[src/rtl/uart_pkg.sv]
// Shared UART definitions: FSM state encoding common to transmitter and receiver,
// plus frame geometry constants.
package uart_pkg;

  localparam int DATA_BITS = 8;
  localparam int BIT_CNT_W = $clog2(DATA_BITS);

  typedef enum logic [2:0] {
    IDLE    = 3'b000,
    START   = 3'b001,
    DATA    = 3'b010,
    STOP    = 3'b011,
    RECOVER = 3'b100
  } uart_state_t;

  // Cycles the receiver waits in START before confirming the start bit.
  function automatic int half_bit_last(input int clks_per_bit);
    return clks_per_bit / 2 - 1;
  endfunction

endpackage

[src/rtl/uart_rx_sync.sv]
// Two-flop synchronizer for the asynchronous serial line; resets to the idle
// (high) level so a reset never looks like a start bit.
module uart_rx_sync (
  input  logic clk,
  input  logic rst,
  input  logic d,
  output logic q
);

  logic meta_reg;
  logic sync_reg;

  always_ff @(posedge clk or posedge rst) begin
    if (rst) begin
      meta_reg <= 1'b1;
      sync_reg <= 1'b1;
    end else begin
      meta_reg <= d;
      sync_reg <= meta_reg;
    end
  end

  assign q = sync_reg;

endmodule

[src/rtl/uart_rx.sv]
// UART receiver: 1 start, 8 data bits MSB first, 1 stop; samples mid-bit using
// a baud counter re-centred on the detected start edge.
module uart_rx
  import uart_pkg::*;
#(
  parameter int CLKS_PER_BIT = 16
) (
  input  logic       clk,
  input  logic       rst,
  input  logic       rx,
  output logic [7:0] data_out,
  output logic       data_valid,
  output logic       frame_err,
  output logic       busy
);

  localparam int CNT_W = $clog2(CLKS_PER_BIT);
  localparam logic [CNT_W-1:0] BIT_LAST  = CNT_W'(CLKS_PER_BIT - 1);
  localparam logic [CNT_W-1:0] HALF_LAST = CNT_W'(half_bit_last(CLKS_PER_BIT));
  localparam logic [BIT_CNT_W-1:0] LAST_BIT = BIT_CNT_W'(DATA_BITS - 1);

  logic                 rx_s;
  uart_state_t          state_reg;
  logic [CNT_W-1:0]     baud_cnt_reg;
  logic [BIT_CNT_W-1:0] bit_cnt_reg;
  logic [DATA_BITS-1:0] shift_reg;
  logic [7:0]           data_out_reg;
  logic                 data_valid_reg;
  logic                 frame_err_reg;
  logic                 busy_reg;

  uart_rx_sync u_sync (
    .clk (clk),
    .rst (rst),
    .d   (rx),
    .q   (rx_s)
  );

  always_ff @(posedge clk or posedge rst) begin
    if (rst) begin
      state_reg      <= IDLE;
      baud_cnt_reg   <= '0;
      bit_cnt_reg    <= '0;
      shift_reg      <= '0;
      data_out_reg   <= 8'h00;
      data_valid_reg <= 1'b0;
      frame_err_reg  <= 1'b0;
      busy_reg       <= 1'b0;
    end else begin
      data_valid_reg <= 1'b0;
      frame_err_reg  <= 1'b0;

      unique case (state_reg)
        IDLE: begin
          if (!rx_s) begin
            baud_cnt_reg <= '0;
            state_reg    <= START;
            busy_reg     <= 1'b1;
          end
        end

        START: begin
          if (baud_cnt_reg == HALF_LAST) begin
            baud_cnt_reg <= '0;
            bit_cnt_reg  <= '0;
            // A line that is high again at mid start bit was only a glitch.
            if (!rx_s) begin
              state_reg <= DATA;
            end else begin
              state_reg <= IDLE;
              busy_reg  <= 1'b0;
            end
          end else begin
            baud_cnt_reg <= baud_cnt_reg + CNT_W'(1);
          end
        end

        DATA: begin
          if (baud_cnt_reg == BIT_LAST) begin
            baud_cnt_reg <= '0;
            shift_reg    <= {shift_reg[DATA_BITS-2:0], rx_s};
            bit_cnt_reg  <= bit_cnt_reg + BIT_CNT_W'(1);
            if (bit_cnt_reg == LAST_BIT) begin
              state_reg <= STOP;
            end
          end else begin
            baud_cnt_reg <= baud_cnt_reg + CNT_W'(1);
          end
        end

        STOP: begin
          if (baud_cnt_reg == BIT_LAST) begin
            baud_cnt_reg <= '0;
            if (rx_s) begin
              data_out_reg   <= shift_reg;
              data_valid_reg <= 1'b1;
              state_reg      <= IDLE;
              busy_reg       <= 1'b0;
            end else begin
              frame_err_reg <= 1'b1;
              state_reg     <= RECOVER;
            end
          end else begin
            baud_cnt_reg <= baud_cnt_reg + CNT_W'(1);
          end
        end

        RECOVER: begin
          // Hold off until the line returns high so a break yields one error only.
          if (rx_s) begin
            state_reg <= IDLE;
            busy_reg  <= 1'b0;
          end
        end

        default: begin
          state_reg    <= IDLE;
          baud_cnt_reg <= '0;
          bit_cnt_reg  <= '0;
          busy_reg     <= 1'b0;
        end
      endcase
    end
  end

  assign data_out   = data_out_reg;
  assign data_valid = data_valid_reg;
  assign frame_err  = frame_err_reg;
  assign busy       = busy_reg;

endmodule

[config.mk]
export PLATFORM = sky130hd
export DESIGN_NAME = uart_rx
export DESIGN_NICKNAME = d
export VERILOG_FILES = /design/src/rtl/uart_pkg.sv /design/src/rtl/uart_rx_sync.sv /design/src/rtl/uart_rx.sv
export SDC_FILE = /design/constraint.sdc
export NUM_CORES = 1
export LEC_CHECK = 0
export ABC_CLOCK_PERIOD_IN_PS = 2400
export CAP_MARGIN = 20
export CORE_MARGIN = 2
export CORE_UTILIZATION = 32
export CTS_CLUSTER_SIZE = 16
export DETAILED_ROUTE_END_ITERATION = 10
export PLACE_DENSITY = 0.57
export SYNTH_ARGS = -nofsm -noshare
export SYNTH_HDL_FRONTEND = slang
export SYNTH_SLANG_ARGS = --single-unit
[constraint.sdc]
create_clock -name clk -period 2.4 [get_ports clk]
set_clock_uncertainty 0.2 [all_clocks]
set_input_delay 0.6 -clock clk [delete_from_list [all_inputs] [get_ports clk]]
set_output_delay 0.6 -clock clk [all_outputs]
set_load 0.05 [all_outputs]
* Yosys cells after proc, flatten, opt, wreduce, memory -nomap -nowiden
Index checks and enable logic that the tools add are counted.
** Operators by class
- Add/subtract/negate cells :: 2
- Equality and inequality tests :: 13
- Multiplexer cells :: 27
- Bitwise operators :: 3
- Reduce and logical (&&, ||, !) cells :: 9
** Operator list (number)
- 3-bit 2-to-1 mux :: 9
- 4-bit one-hot mux with 4 select lines :: 1
- 3-bit one-hot mux with 5 select lines :: 1
- 4-bit 2-to-1 mux :: 3
- 1-bit 2-to-1 mux :: 10
- 2-bit != test, second input constant :: 5
- 3-bit one-hot mux with 3 select lines :: 1
- 3-bit by 2-bit equality test with 1-bit output, second input constant :: 2
- 3-bit equality test, second input constant :: 2
- 3-bit AND reduction :: 2
- 6-bit AND reduction :: 1
- 1-bit one-hot mux with 5 select lines :: 1
- 4-bit by 1-bit adder with 4-bit output, second input constant :: 1
- 4-bit by 3-bit equality test with 1-bit output, second input constant :: 1
- 4-bit equality test, second input constant :: 1
- 2-bit AND reduction :: 2
- 4-bit AND reduction :: 1
- 3-bit by 1-bit adder with 3-bit output, second input constant :: 1
- 3-bit by 1-bit equality test with 1-bit output, second input constant :: 1
- 3-bit zero test :: 1
- 1-bit inverter :: 3
- 3-bit OR reduction :: 1
- 2-bit 2-to-1 mux :: 1
- 2-bit by 1-bit != test with 1-bit output, second input constant :: 1
- 2-bit OR reduction :: 1
** Word-level totals
- Flip-flop bits (word level) :: 31
- Input bits :: 3

* Logic depth before layout (Yosys ltp)
- Word-level depth :: 4
- Depth in mapped cells :: 5

* By module
A second synthesis with hierarchy kept.
** Second synthesis, totals
- Cell total of the unflattened synthesis :: 106
- Area, all modules :: 1438.9 um2
** Modules (own cells, without submodules)
- uart_rx :: times used 1, cells an instance 103, area an instance 1382.6 um2, sequential area each 725.7 um2
- uart_rx_sync :: times used 1, cells an instance 3, area an instance 56.3 um2, sequential area each 52.6 um2

* Worst setup path before layout
Ideal clock, no wire load.
- Kind :: register -> register
- From :: reg baud_cnt_reg[0]
- To :: reg shift_reg[0]
- Library setup time :: 0.125 ns
- Arrival time :: 1.461 ns
- Data required time :: 2.075 ns
- Path slack :: 0.614 ns
- Stages on the path, launching flop included :: 6
- Buffers on the path :: 1
- Cells stage by stage :: dfrtp_1 -> ha_1 -> and4_1 -> buf_6 -> nand2_2 -> mux2_2
** On the way
- Word-level cells in the longest chain between the ends :: 2
** Ends and longest elaborated chain
- start, declared :: RTL line uart_rx.sv:24 : logic [CNT_W-1:0] baud_cnt_reg;
- start signal, assigned :: RTL line uart_rx.sv:74 : baud_cnt_reg <= baud_cnt_reg + CNT_W'(1);
- start signal, assigned :: RTL line uart_rx.sv:87 : baud_cnt_reg <= baud_cnt_reg + CNT_W'(1);
- start signal, assigned :: RTL line uart_rx.sv:104 : baud_cnt_reg <= baud_cnt_reg + CNT_W'(1);
- 4-bit equality test :: RTL line uart_rx.sv:79 : if (baud_cnt_reg == BIT_LAST) begin
- 2-bit AND reduction (no line)
- end signal, assigned :: RTL line uart_rx.sv:81 : shift_reg <= {shift_reg[DATA_BITS-2:0], rx_s};
- end, declared :: RTL line uart_rx.sv:26 : logic [DATA_BITS-1:0] shift_reg;
No other way between the ends.
A chain may end at the register's enable or synchronous reset.

* Final worst setup path
- From :: reg busy_reg (netlist: busy)
- To :: out busy
** RTL lines
- start, declared :: RTL line uart_rx.sv:30 : logic busy_reg;
- start signal, assigned :: RTL line uart_rx.sv:48 : busy_reg <= 1'b0;
- start signal, assigned :: RTL line uart_rx.sv:58 : busy_reg <= 1'b1;
- start signal, assigned :: RTL line uart_rx.sv:71 : busy_reg <= 1'b0;
- end, declared :: RTL line uart_rx.sv:14 : output logic busy
No word-level cell between the ends.

==> qor.yml <==
arrival_ns: 1.46
synthTopCellsByArea: "dfrtp_1 53%, mux2_2 13%, dfstp_2 3.9%"
path_cells: "clkdlybuf4s50_1"
synth_top_area_cell: "dfrtp_1"
drt-pass1-iter-count: 4
ctsResizeCount: 0
internal_power_w: 0.00103
wl_per_cell_um: 14.1
syn_avg_cell_area_um2: 12.8
clkPwrFrac_pct: 29.5
rows: 23
fin_crit_sh_pct: 94.0
coreArea_um2: 4060
drc_errors: 0
ys_warn_count: 0
start_util_pct: 33.5
via_per_inst: 4.99
clk_path_buf_depth: 2
syn-cell-area_um2: 1360
fmax_ghz: 0.443
seq_area_frac_synth_pct: 57.3
crit_family: "buffers and inverters"
syn2layout_area_growth_pct: 20.2
fin_crit_ns: 2.26
pwr-share-seq_pct: 46.6
die_area_um2: 4780
slowest_stage: "clkdlybuf4s50_1"
grt_pass1_vias: 898
leakage_nw: 0.745
max-slew-margin-rel_pct: 64.9
cp_max_fo: 3
grt_usage_pct: 11.6
layout_setup_ws_ns: 0.145
die_h_um: 69.2
diodes: 0
dominantRegCellSynth: "dfrtp_1"
cts.sinks: 31
timing.setup.tns_ns: 0
vdd_drop_max_uv: 337
gp_congestion: 0.832
post-cts-setup-buffer-count: 0
die-width_um: 69.2
antenna_found_initial: 0
cts_tree: "yes"
worst_pin_slew_ns: 0.525
grt_start_max_net_pins: 32
synth_seq_cells: 31
dr_total_vias: 868
htreeDepth: 2
switching_share_pct: 32.1
root_buffer: "clkbuf_8"
finalNetCount: 129
critPathMaxStageDelay_ns: 0.81
combPwrFrac_pct: 23.9
final_common_cell: "dfrtp_1"
cts_hold_buf: 0
required_ns: 1.60
path_class: "flip-flop to output pin"
num_io_pins: 14
synthCells: 106
first_iter_violations: 51
routed_wl_um: 2460
synthArstFlopShare_pct: 100
finalHoldViolations: 0
grt_overflow: 0
worstSkewPairLatency_ns: 0.28
dp_hpwl_um: 1670
detail-route-antenna-nets: 0
grt_first_pass_wirelength_um: 4310
end_kind: "output pin"
syn-num-nets: 112
critPathBufInv: 1
final_cell_mix: "29 x dfrtp_1, 16 x mux2_2, 13 x clkdlybuf4s50_1"
p_per_area_nw_per_um2: 932
slew_violations: 0
synth_top_area_share_pct: 53.4
rsz0062_at_grt: "no"
dp_slack_ns: 0.427
cp-start-kind: "flip-flop"
p_switching_w: 0.000489
drive_above_1_share_pct: 23.4
ys_types: 30
clk_pin_slew_ns: 0.06
cts_inserted_buffers: 5
status: "finished clean"
cap_violations: 0
io_buffers: 13
synth_edf_count: 0
setup_viol: 0
hold_path.class: "flip-flop to flip-flop"
kinds of logic after synthesis:
kind of cell | after synthesis | synth area share, %
XOR/XNOR | 3 | 1.93
AO/OA/AOI/OAI | 17 | 9.67
multiplexers | 16 | 13.3
buffers and inverters | 10 | 3.59
adder cells (fa/ha/maj) | 4 | 3.50
flip-flops | 31 | 57.3
AND/OR/NAND/NOR | 25 | 10.8
worst paths after layout:
kind                                             startpoint                      end  slack (ns)  depth (start not counted)
worst max-delay path                       busy$_DFFE_PP0P_                     busy        0.14                          1
worst min-delay path              u_sync.meta_reg$_DFF_PP1_       u_sync.q$_DFF_PP1_        0.16                          0
worst max register to register  baud_cnt_reg[0]$_DFFE_PP0P_  data_out[1]$_DFFE_PP0P_        0.43                          4
min in group asynchronous                               rst  data_out[3]$_DFFE_PP0P_        0.49                          3
worst min register to register    u_sync.meta_reg$_DFF_PP1_       u_sync.q$_DFF_PP1_        0.16                          0
max in group asynchronous                               rst       u_sync.q$_DFF_PP1_        1.20                          3
cell type report:
| cell class | count | area, µm² |
|---|---|---|
| Fill cell | 365 | 2420 |
| Sequential cell | 31 | 778 |
| Multi-Input combinational cell | 65 | 532 |
| Timing Repair Buffer | 14 | 138 |
| Clock buffer | 8 | 100 |
| Tap cell | 50 | 62.6 |
| Inverter | 6 | 22.5 |
power groups by stage:
stage / clock [W] / sequential, W / combinational, W
floorplan: 0 / 0.000673 / 0.000324
global placement: 0 / 0.000710 / 0.000344
detailed placement: 0 / 0.000716 / 0.000363
CTS: 0.000460 / 0.000708 / 0.000365
global route: 0.000488 / 0.000726 / 0.000401
finish: 0.000449 / 0.000709 / 0.000363
synth_stat cells, drive strengths merged (2+ instances only):
master	number
dfrtp	29
mux2	16
inv	6
nand2	6
nand3	5
nor2	5
a21oi	4
a22o	4
buf	4
ha	3
nor2b	3
o311ai	3
dfstp	2
xnor2	2
stage by stage:
step                      total power, W  cells  hold WS (ns)  area (µm²)  utilization, %
after floorplan                 0.000997    106         0.145        1360               -
after global placement           0.00105    166         0.146        1530            37.8
after detailed placement         0.00108    166         0.148        1530            37.8
after CTS                        0.00153    174         0.157        1630            40.2
after global routing             0.00162    174         0.162        1630            40.2
final                            0.00152    174         0.156        1630            40.2
routing by layer:
metal  track usage, %  vias up  wire length [µm]
met1             13.9      433              1170
met4             7.19        0                64
met3             4.24        8                97
met2             17.6       17              1130
li1                 -      410                 -
met5                0        -                 0
No activity file was read; power rests on OpenSTA's default activity.
